==> src/rtl/spi_pkg.sv <==
// spi_pkg: shared state encoding and constants for the SPI master
package spi_pkg;
    typedef enum logic [1:0] {
        IDLE,
        LEAD,
        SHIFT,
        TRAIL
    } state_t;
    localparam int DEF_CLK_DIV = 4;
    localparam int DATA_W = 8;
endpackage

==> src/rtl/spi_clk_div.sv <==
// spi_clk_div: one-cycle tick every CLK_DIV enabled cycles, marking SCLK half-periods
module spi_clk_div #(
    parameter int CLK_DIV = 4
) (
    input  logic clk,
    input  logic rst,
    input  logic i_en,
    input  logic i_clr,
    output logic o_tick
);
    localparam logic [7:0] LAST = 8'(CLK_DIV - 1);
    logic [7:0] r_cnt;
    assign o_tick = i_en && (r_cnt == LAST);
    // count 0..CLK_DIV-1 while enabled, restarting at each tick or on clear
    always_ff @(posedge clk) begin
        if (rst || i_clr || !i_en || o_tick)
            r_cnt <= '0;
        else
            r_cnt <= r_cnt + 8'd1;
    end
endmodule

==> src/rtl/spi_master.sv <==
// spi_master: mode-0 MSB-first byte SPI master; SPI_MASTER_LOOPBACK_EN feeds mosi back into rx
module spi_master
    import spi_pkg::*;
#(
    parameter int CLK_DIV = DEF_CLK_DIV
) (
    input  logic              clk,
    input  logic              rst,
    input  logic [DATA_W-1:0] data_in,
    input  logic              ready_send,
    output logic              busy,
    output logic [DATA_W-1:0] data_out,
    output logic              sclk,
    output logic              mosi,
    input  logic              miso,
    output logic              ss
);
    state_t r_state, w_state;
    logic [DATA_W-1:0] r_tx, w_tx, r_rx, w_rx, r_dout, w_dout;
    logic [2:0] r_bit, w_bit;
    logic r_sclk, w_sclk, r_ss, w_ss, r_busy, w_busy;
    logic w_tick, w_accept, w_sample;

    assign w_accept = (r_state == IDLE) && !r_busy && ready_send;
`ifdef SPI_MASTER_LOOPBACK_EN
    assign w_sample = r_tx[DATA_W-1];
`else
    assign w_sample = miso;
`endif

    spi_clk_div #(.CLK_DIV(CLK_DIV)) u_div (
        .clk    (clk),
        .rst    (rst),
        .i_en   (r_state != IDLE),
        .i_clr  (w_accept),
        .o_tick (w_tick)
    );

    // next-state and next-output logic; mosi is always the tx MSB, which is zero once all bits are shifted out
    always_comb begin
        w_state = r_state;
        w_tx    = r_tx;
        w_rx    = r_rx;
        w_dout  = r_dout;
        w_bit   = r_bit;
        w_sclk  = r_sclk;
        w_ss    = r_ss;
        w_busy  = r_busy;
        case (r_state)
            IDLE: begin
                if (w_accept) begin
                    w_state = LEAD;
                    w_tx    = data_in;
                    w_ss    = 1'b0;
                    w_busy  = 1'b1;
                end
            end
            LEAD: begin
                if (w_tick)
                    w_state = SHIFT;
            end
            SHIFT: begin
                if (w_tick) begin
                    w_sclk = !r_sclk;
                    if (!r_sclk)
                        w_rx = {r_rx[DATA_W-2:0], w_sample};
                    else begin
                        w_tx  = {r_tx[DATA_W-2:0], 1'b0};
                        w_bit = r_bit + 3'd1;
                        if (r_bit == 3'd7)
                            w_state = TRAIL;
                    end
                end
            end
            TRAIL: begin
                if (w_tick) begin
                    w_state = IDLE;
                    w_ss    = 1'b1;
                    w_busy  = 1'b0;
                    w_dout  = r_rx;
                end
            end
            default: w_state = IDLE;
        endcase
    end

    // register state and every SPI-facing output so the pins never glitch
    always_ff @(posedge clk) begin
        if (rst) begin
            r_state <= IDLE;
            r_tx    <= '0;
            r_rx    <= '0;
            r_dout  <= '0;
            r_bit   <= '0;
            r_sclk  <= 1'b0;
            r_ss    <= 1'b1;
            r_busy  <= 1'b0;
        end else begin
            r_state <= w_state;
            r_tx    <= w_tx;
            r_rx    <= w_rx;
            r_dout  <= w_dout;
            r_bit   <= w_bit;
            r_sclk  <= w_sclk;
            r_ss    <= w_ss;
            r_busy  <= w_busy;
        end
    end

    assign busy     = r_busy;
    assign data_out = r_dout;
    assign sclk     = r_sclk;
    assign mosi     = r_tx[DATA_W-1];
    assign ss       = r_ss;
endmodule
==> config.mk <==
export PLATFORM = sky130hd
export DESIGN_NAME = spi_master
export DESIGN_NICKNAME = d
export VERILOG_FILES = /design/src/rtl/spi_pkg.sv /design/src/rtl/spi_clk_div.sv /design/src/rtl/spi_master.sv
export SDC_FILE = /design/constraint.sdc
export NUM_CORES = 1
export LEC_CHECK = 0
export ABC_AREA = 1
export CORE_MARGIN = 1.5
export CORE_UTILIZATION = 31
export DETAILED_ROUTE_END_ITERATION = 8
export GPL_TIMING_DRIVEN = 0
export PLACE_DENSITY = 0.5
export SYNTH_ARGS = -nofsm -noshare
export SYNTH_HDL_FRONTEND = slang
export SYNTH_HIERARCHICAL = 1
export SYNTH_SLANG_ARGS = --single-unit
export TNS_END_PERCENT = 20
==> constraint.sdc <==
create_clock -name clk -period 2.2 [get_ports clk]
set_clock_uncertainty 0.1 [all_clocks]
set_input_delay 0.44 -clock clk [delete_from_list [all_inputs] [get_ports clk]]
set_output_delay 0.44 -clock clk [all_outputs]
set_load 0.01 [all_outputs]
==> results.json, run 1 <==
{
  "status": "complete, no violations",
  "path_class": "reg2reg",
  "clk_pin_slew_ps": 80,
  "place_congestion": 0.716,
  "maxCapViolations": 0,
  "slew_headroom_pct": 75.0,
  "ys.flop_type": "dfxtp_1",
  "critical-path-slowest-cell": "dfxtp_2",
  "synth_top_cell_by_area": "dfxtp_1",
  "combinationalPowerShare_pct": 27.7,
  "layout-drive-gt1-share_pct": 10.9,
  "core_area_um2": 5610,
  "end_kind": "flip-flop",
  "ys_types": 21,
  "post-synth-top-count-cell": "nand2_1",
  "grt_util_all_layers_pct": 13.4,
  "nFillCells": 631,
  "drt_iter0_drc": 63,
  "setup_violations": 0,
  "syn_nets": 279,
  "cellLeakagePower_nw": 1.02,
  "pwr_density_cell_nw_per_um2": 867,
  "dpl-instance-area_um2": 2160,
  "synthTopCellsByArea": "dfxtp_1 (44%), nand2_1 (13%), nor2_1 (9.8%)",
  "wl_per_cell_um": 10.5,
  "synth_edf_count": 0,
  "p_seq_share_pct": 42.8,
  "rows": 27,
  "htree_num_levels": 2,
  "cts_inserted_buffers": 5,
  "finalCritPeriodShare_pct": 91.0,
  "dieHeight_um": 80.0,
  "final_area_um2": 2340,
  "p_sw_share_pct": 32.3,
  "grt_start_max_net_pins": 14,
  "fin_ws_ps": 198,
  "hold_path.class": "reg2reg",
  "insertion_delay_ps": 290,
  "via_per_inst": 4.49,
  "p_int_w": 0.00137,
  "final_util_pct": 41.7,
  "die_area_um2": 6390,
  "startpoint": "r_state[1]",
  "synth_seq_cells": 40,
  "layoutNonFillerInstCount": 366,
  "dp_slack_ps": 71.6,
  "synth_async_sr_flop_share_pct": 0,
  "drc_errors": 0,
  "multiInputGateArea_um2": 920,
  "cts_hold_buf": 0,
  "crit_chain": "inv_1 > ha_1 > inv_1 > nand2_1 > inv_1 > nand2_2 > nor2_4 > nand2_1 > nand2_4 > nand2_1 > inv_1 > nand3_1 > nand2_1 > nor2_1",
  "cp_max_fo": 9,
  "first_pass_iters": 4,
  "antenna_cells_inserted": 0,
  "cp-start-kind": "flip-flop",
  "fmax_mhz": 499,
  "ioPinCount": 24,
  "cts_buffer_depth": 2,
  "synthCells": 259,
  "avgSynthCellArea_um2": 7.09,
  "routed_wl_um": 3860,
  "cts_sinks": 40,
  "seqCellArea_um2": 803,
  "grt_pass1_vias": 1494,
  "num_vias": 1642,
  "critPathRequiredTime_ps": 2290,
  "hp-start": "r_bit[2]",
  "cts-root-buf": "clkbuf_8",
  "grt_overflow": 0,
  "yosys_warnings": 6,
  "max_stage_delay_ps": 360,
  "placed_cells": 354,
  "antenna_found_initial": 0,
  "fp.dieW_um": 80.0,
  "hold_viol_final": 0,
  "io_buffers": 23,
  "cts_tree": "yes",
  "fin_crit_ps": 2000,
  "synth_common_cells": "nand2_1 (64), nor2_1 (48), dfxtp_1 (40)",
  "rsz0062_at_grt": "true",
  "slew_viol_final": 0,
  "power_switching_w": 0.000655,
  "synth_top_area_share_pct": 43.6,
  "critical_path_arrival_ps": 2090,
  "antenna_left": 0,
  "hpwl_um": 2760,
  "area_delta_synth_final_pct": 27.3,
  "synth_seq_area_share_pct": 43.6,
  "vdd_ir_drop_max_mv": 0.347,
  "tightest_slew_ps": 375,
  "synth_area_um2": 1840,
  "start_util_pct": 32.7,
  "p_clk_share_pct": 29.4,
  "nets": 313,
  "grt_pass1_wl_um": 6600,
  "r2r-start": "r_state[1]"
}
cells in the final DEF, fill, tap and decap left out:
master	count
a21oi_1	13
buf_1	1
buf_12	2
buf_2	2
buf_4	3
bufinv_16	1
clkbuf_8	5
clkdlybuf4s50_1	23
clkinv_2	1
clkinvlp_4	2
dfxtp_1	38
dfxtp_2	2
ha_1	8
inv_1	25
inv_2	1
nand2_1	63
nand2_2	5
nand2_4	1
nand3_1	17
nand3b_1	2
nand4_1	1
nor2_1	48
nor2_2	4
nor2_4	2
o21ai_0	21
o21bai_4	1
xnor2_1	1
xor2_1	1
metal layers:
layer | wire length [µm] | global-route usage [%] | vias to the layer above
li1 | - | - | 875
met1 | 1880 | 16.7 | 737
met5 | 0 | 0 | -
met4 | 88 | 7.24 | 0
met2 | 1770 | 21.6 | 22
met3 | 123 | 2.86 | 8
timing repair:
item / in CTS / in global routing
gates resized for setup: 0 / 5
buffers inserted: 0 / 4
endpoints found under the setup margin: 0 / 20
cells by family after synthesis:
kind of cell | count (synthesis) | share of synthesized area [%]
adders and majority gates | 8 | 5.45
DFF | 40 | 43.6
buffers and inverters | 31 | 6.68
and+or+nand+nor | 143 | 33.0
xor gates and xnor gates | 2 | 0.955
AOI/OAI and AO/OA | 35 | 10.3
power groups by stage:
stage	Clock (W)	Sequential, W	Combinational [W]
2_1_floorplan	0	0.000881	0.000380
3_3_place_gp	0	0.000882	0.000554
3_5_place_dp	0	0.000882	0.000559
4_1_cts	0.000625	0.000865	0.000561
5_1_grt	0.000659	0.000878	0.000645
6_report	0.000596	0.000867	0.000562
flip-flops by register name, summed over array words and instances, names as in the netlist:
name         cells
data_out         8
r_rx             8
r_tx             8
u_div/r_cnt      8
r_bit            3
r_state          2
busy             1
sclk             1
ss               1
final cells by class:
type	count	share of cell area [%]
Multi-Input combinational cell	188	39.4
Sequential cell	40	34.4
Timing Repair Buffer	27	12.2
Inverter	27	4.50
Tap cell	72	3.86
Clock buffer	5	2.95
Clock inverter	3	1.82
Buffer	4	0.911
final timing paths:
kind / endpoint / slack (ps) / cells past startpoint
worst min register to register: r_bit[2] / 350 / 2
worst max register to register: r_state[0] / 200 / 14
worst min-delay path: r_bit[2] / 350 / 2
worst max-delay path: r_state[0] / 200 / 14
stage by stage:
step / hold slack [ps] / total power, W / TNS [ps]
after floorplan: 327 / 0.00126 / 0
after global placement: 337 / 0.00144 / 0
after detailed placement: 342 / 0.00144 / 0
after CTS: 355 / 0.00205 / 0
after global routing: 374 / 0.00218 / -9.87
final: 352 / 0.00202 / 0
worst max-delay path: cells and delay by family (launching register included):
family | cells | cell delay (ps)
fa+ha+maj | 1 | 220
buf+inv | 4 | 350
flops | 1 | 360
simple gates | 9 | 850
Power figures use the tool's default switching activity.
==> run 2: changes to the inputs <==
--- a/config.mk
+++ b/config.mk
@@ -7,10 +7,10 @@
 export LEC_CHECK = 0
 export ABC_AREA = 1
 export CORE_MARGIN = 1.5
-export CORE_UTILIZATION = 31
+export CORE_UTILIZATION = 54
 export DETAILED_ROUTE_END_ITERATION = 8
 export GPL_TIMING_DRIVEN = 0
-export PLACE_DENSITY = 0.5
+export PLACE_DENSITY = 0.78
 export SYNTH_ARGS = -nofsm -noshare
 export SYNTH_HDL_FRONTEND = slang
 export SYNTH_HIERARCHICAL = 1
==> run 2 against run 1 <==
  * Combinational power rose by 4.8%
  * Routed wire length fell by 11%
  * Design area fell by 4.3%
  * Flip-flop and latch count did not move
  * Via count barely moved
  * Total power fell by 4.5%
  * Critical path type unchanged
  * Largest power group unchanged
==> results.json, run 2 (synthesis results as in run 1) <==
{
  "antenna_found_initial": 0,
  "start_util_pct": 58.2,
  "cts_sinks": 40,
  "io_buffers": 23,
  "dp_slack_ps": 106,
  "p_sw_share_pct": 33.1,
  "antenna_cells_inserted": 0,
  "finalCritPeriodShare_pct": 91.9,
  "htree_num_levels": 2,
  "cp_max_fo": 6,
  "rows": 20,
  "cts_buffer_depth": 2,
  "power_switching_w": 0.000640,
  "grt_pass1_wl_um": 5630,
  "area_delta_synth_final_pct": 21.8,
  "fin_ws_ps": 179,
  "worstHoldPathCells": 2,
  "final_common_cell": "nand2_1",
  "first_pass_iters": 4,
  "nets": 310,
  "layoutNonFillerInstCount": 335,
  "fp.dieW_um": 61.3,
  "reg2reg_slack_ps": 180,
  "slew_headroom_pct": 78.3,
  "startpoint": "r_state[0]",
  "setup_violations": 0,
  "routed_wl_um": 3440,
  "rr_endpoint": "r_state[0]",
  "path_class": "reg2reg",
  "rsz0062_at_grt": "true",
  "fmax_mhz": 495,
  "grt_start_max_net_pins": 14,
  "wl_per_cell_um": 10.3,
  "nFillCells": 277,
  "antenna_left": 0,
  "maxCapViolations": 0,
  "p_seq_share_pct": 44.9,
  "layout-drive-gt1-share_pct": 10.3,
  "p_clk_share_pct": 24.6,
  "critPathRequiredTime_ps": 2360,
  "cellLeakagePower_nw": 0.996,
  "p_int_w": 0.00129,
  "hpwl_um": 2420,
  "reg2reg_depth": 14,
  "grt_overflow": 0,
  "critical_path_arrival_ps": 2180,
  "num_vias": 1641,
  "r2r-start": "r_state[0]",
  "hold_viol_final": 0,
  "route.met3.wl_um": 180,
  "routed.top_layer": "met4",
  "met2_length_um": 1580,
  "seqCellArea_um2": 803,
  "end_kind": "flip-flop",
  "cts-root-buf": "clkbuf_4",
  "cts_inserted_buffers": 5,
  "multiInputGateArea_um2": 925,
  "layout_common_cells": "nand2_1 (62), nor2_1 (47), dfxtp_1 (38), inv_1 (25), clkdlybuf4s50_1 (23)",
  "ioPinCount": 24,
  "status": "complete, no violations",
  "met1_length_um": 1630,
  "combinationalPowerShare_pct": 30.4,
  "cts_hold_buf": 0,
  "insertion_delay_ps": 350,
  "crit_path_end": "r_state[0]",
  "drc_errors": 0,
  "hold_path.class": "reg2reg",
  "grt_pass1_vias": 1368,
  "fin_crit_ps": 2020,
  "slew_viol_final": 0,
  "clk_pin_slew_ps": 110,
  "pwr_density_cell_nw_per_um2": 865,
  "drt_iter0_drc": 95,
  "grt_util_all_layers_pct": 20.4,
  "die_area_um2": 3760,
  "dieHeight_um": 61.3,
  "whs_ps": 353,
  "tightest_slew_ps": 326,
  "placed_cells": 326,
  "core_area_um2": 3150,
  "via_per_inst": 4.90,
  "vdd_ir_drop_max_mv": 0.604,
  "place_congestion": 0.749,
  "cp-start-kind": "flip-flop",
  "cts_tree": "yes"
}
run 2: final cells by class:
class | count | area share (%)
buffer | 4 | 0.951
clock buffer | 5 | 1.68
clock inverter | 3 | 1.90
inverter | 27 | 4.53
multi-input combinational | 188 | 41.4
sequential | 40 | 35.9
tap | 44 | 2.46
timing repair buffer | 24 | 11.2
run 2: worst min path at each step:
stage               end  startpoint  slack [ps]
2_1_floorplan  r_bit[1]    r_bit[1]         330
3_3_place_gp   r_bit[1]    r_bit[1]         340
3_5_place_dp   r_bit[2]    r_bit[2]         340
4_1_cts        r_bit[2]    r_bit[2]         360
5_1_grt        r_bit[2]    r_bit[2]         370
6_report       r_bit[1]    r_bit[1]         350
run 2: per-layer routing:
metal  GRT usage (%)  vias to the layer above
li1                -                      877
met1            25.0                      732
met2            33.4                       25
met3            5.04                        7
met4            10.2                        0
met5               0                        -
run 2: power groups by stage:
stage	logic [W]	registers [W]	clock network, W
floorplan	0.000380	0.000881	0
global route	0.000669	0.000877	0.000524
finish	0.000589	0.000869	0.000476
global placement	0.000535	0.000879	0
detailed placement	0.000543	0.000882	0
CTS	0.000551	0.000864	0.000496
run 2: what timing repair did:
action,4_1_cts,5_1_grt
setup endpoints to repair,0,19
resized for setup,0,6
buffers inserted,0,1
run 2: critical path, cell delays in order, from the launching register on:
cell and delay [ps]:
dfxtp_2 380, inv_1 80, ha_1 230, inv_1 120, nand2_1 70, inv_1 60
nand2_2 80, nor2_4 210, nand2_1 140, nand2_4 120, nand2_1 90, inv_1 80
nand3_1 60, nand2_1 60, nor2_1 40
run 2: metrics by stage:
step | TNS (ps) | util [%] | total power (W) | instance area (µm²)
after floorplan | 0 | - | 0.00126 | 1840
after global placement | 0 | 67.3 | 0.00141 | 2120
after detailed placement | 0 | 67.3 | 0.00142 | 2120
after CTS | 0 | 69.8 | 0.00191 | 2200
after global routing | -4.63 | 70.9 | 0.00207 | 2240
final | 0 | 70.9 | 0.00193 | 2240
==> run 3: changes to the inputs <==
--- a/config.mk
+++ b/config.mk
@@ -6,6 +6,7 @@
 export NUM_CORES = 1
 export LEC_CHECK = 0
 export ABC_AREA = 1
+export CORE_ASPECT_RATIO = 0.8
 export CORE_MARGIN = 1.5
 export CORE_UTILIZATION = 54
 export DETAILED_ROUTE_END_ITERATION = 8
==> run 3 against run 2 <==
  * Count of clock-buffer cells in the layout up 1
  * Worst setup slack got worse by 64 ps
  * Non-clock buffer count rose by 3
  * Global-route usage increased by 0.47 points
  * Worst hold slack improved by 0.79 ps
  * First-iteration DRC count grew 15%
  * Largest power group unchanged
==> results.json, run 3 (synthesis results as in run 1) <==
{
  "status": "complete, no violations",
  "antenna_left": 0,
  "antenna_cells_inserted": 0,
  "fmax_mhz": 480,
  "critical-path-slowest-cell": "dfxtp_2",
  "core_area_um2": 3150,
  "rows": 18,
  "slew_headroom_pct": 77.6,
  "rr_endpoint": "r_rx[1]",
  "ioPinCount": 24,
  "drc_errors": 0,
  "drt_iter0_drc": 109,
  "grt_overflow": 0,
  "cts_buffer_depth": 2,
  "reg2reg_depth": 12,
  "num_vias": 1642,
  "r2r-start": "r_state[1]",
  "via_per_inst": 4.92,
  "die_area_um2": 3760,
  "maxCapViolations": 0,
  "nFillCells": 263,
  "vdd_ir_drop_max_mv": 0.577,
  "end_kind": "flip-flop",
  "hold_path.class": "reg2reg",
  "cp_max_fo": 9,
  "fin_ws_ps": 115,
  "insertion_delay_ps": 290,
  "routed.top_layer": "met4",
  "cts-root-buf": "clkbuf_8",
  "slew_viol_final": 0,
  "nets": 313,
  "start_util_pct": 58.2,
  "htree_num_levels": 2,
  "fp.dieW_um": 68.2,
  "grt_start_max_net_pins": 14,
  "dp_slack_ps": 153,
  "path_buf_inv": 4,
  "max_stage_delay_ps": 370,
  "grt_util_all_layers_pct": 20.9,
  "total_power_w": 0.00207,
  "tightest_slew_ps": 335,
  "clk_pin_slew_ps": 80,
  "crit_path_end": "r_rx[1]",
  "cts_hold_buf": 0,
  "pwr_density_cell_nw_per_um2": 902,
  "io_buffers": 23,
  "area_delta_synth_final_pct": 24.9,
  "critical_path_arrival_ps": 2170,
  "dieHeight_um": 55.1,
  "cts_inserted_buffers": 5,
  "critPathRequiredTime_ps": 2280,
  "finalCritPeriodShare_pct": 94.8,
  "routed_wl_um": 3870,
  "fin_crit_ps": 2080,
  "cp-start-kind": "flip-flop",
  "route.met3.wl_um": 173,
  "wl_per_cell_um": 11.6,
  "setup_violations": 0,
  "layout-drive-gt1-share_pct": 10.9,
  "startpoint": "r_state[1]",
  "path_class": "reg2reg",
  "cp_num_cells": 12,
  "grt_pass1_vias": 1338,
  "grt_pass1_wl_um": 5780,
  "layout_common_cells": "nand2_1 (63), nor2_1 (48), dfxtp_1 (38), inv_1 (25), clkdlybuf4s50_1 (23)",
  "place_congestion": 0.770,
  "first_pass_iters": 4,
  "crit_chain": "inv_1 > ha_1 > inv_1 > nand2_1 > inv_1 > nand2_2 > nor2_4 > nand2_1 > nor2_4 > inv_2 > nor2_1 > nor2_1",
  "met2_length_um": 1770,
  "antenna_found_initial": 0,
  "cts_tree": "yes",
  "crit_top_cell": "inv_1",
  "final_common_cell": "nand2_1",
  "path_delay_family": "simple AND/OR/NAND/NOR gates",
  "met1_length_um": 1900,
  "hpwl_um": 2500,
  "hold_viol_final": 0,
  "cts_sinks": 40,
  "cellLeakagePower_nw": 1.02,
  "reg2reg_slack_ps": 120
}
-- run 3: cell count changes in the layout (fill, tap and decap cells not counted), sizes merged --
cell	before	now
buf	5	8
clkinv	2	1
clkbuf	5	6
-- run 3: layer usage --
layer  up-vias  global-route usage (%)
met3         4                    5.87
met2        28                    31.7
met5         -                       0
met1       727                    29.2
li1        883                       -
met4         0                    6.00
-- run 3: through the flow --
| step | instance area, µm² | setup TNS, ps | cells | utilization [%] | hold WS (ps) |
|---|---|---|---|---|---|
| finish | 2290 | 0 | 334 | 72.7 | 354 |
| detailed placement | 2120 | 0 | 322 | 67.1 | 344 |
| floorplan | 1840 | 0 | 259 | - | 327 |
| global route | 2290 | -110 | 334 | 72.7 | 380 |
| CTS | 2240 | 0 | 330 | 71.0 | 356 |
| global placement | 2120 | 0 | 322 | 67.1 | 339 |
-- run 3: what timing repair did --
item,4_1_cts,5_1_grt
buffers inserted,0,4
setup endpoints to repair,0,19
gates resized for setup,0,5
-- run 3: where the power goes --
| group | internal (W) | total [W] | switching (W) |
|---|---|---|---|
| combinational | 0.000223 | 0.000569 | 0.000345 |
| clock | 0.000371 | 0.000630 | 0.000259 |
| sequential | 0.000812 | 0.000871 | 0.0000585 |
-- run 3: how the worst min path moves through the flow --
| stage | start | to | slack, ps | cells after the start |
|---|---|---|---|---|
| global route | r_bit[2] | r_bit[2] | 380 | 2 |
| detailed placement | r_bit[1] | r_bit[1] | 340 | 2 |
| floorplan | r_bit[1] | r_bit[1] | 330 | 2 |
| finish | r_bit[1] | r_bit[1] | 350 | 2 |
| global placement | r_bit[1] | r_bit[1] | 340 | 2 |
| CTS | r_bit[1] | r_bit[1] | 360 | 2 |
-- run 3: final cells by class --
class / count / area, µm² / share of cell area (%)
tap: 40 / 50.0 / 2.18
clock inverter: 2 / 38.8 / 1.69
buffer: 4 / 21.3 / 0.927
sequential: 40 / 803 / 35.0
clock buffer: 6 / 82.6 / 3.60
timing repair buffer: 27 / 273 / 11.9
multi-input combinational: 188 / 920 / 40.1
inverter: 27 / 105 / 4.58
-- run 3: worst reg2reg max path: cells and delay by family, from the launching register on --
| kind | cells | cell delay [ps] |
|---|---|---|
| fa+ha+maj | 1 | 220 |
| buf+inv | 4 | 390 |
| flops | 1 | 370 |
| simple gates | 7 | 900 |
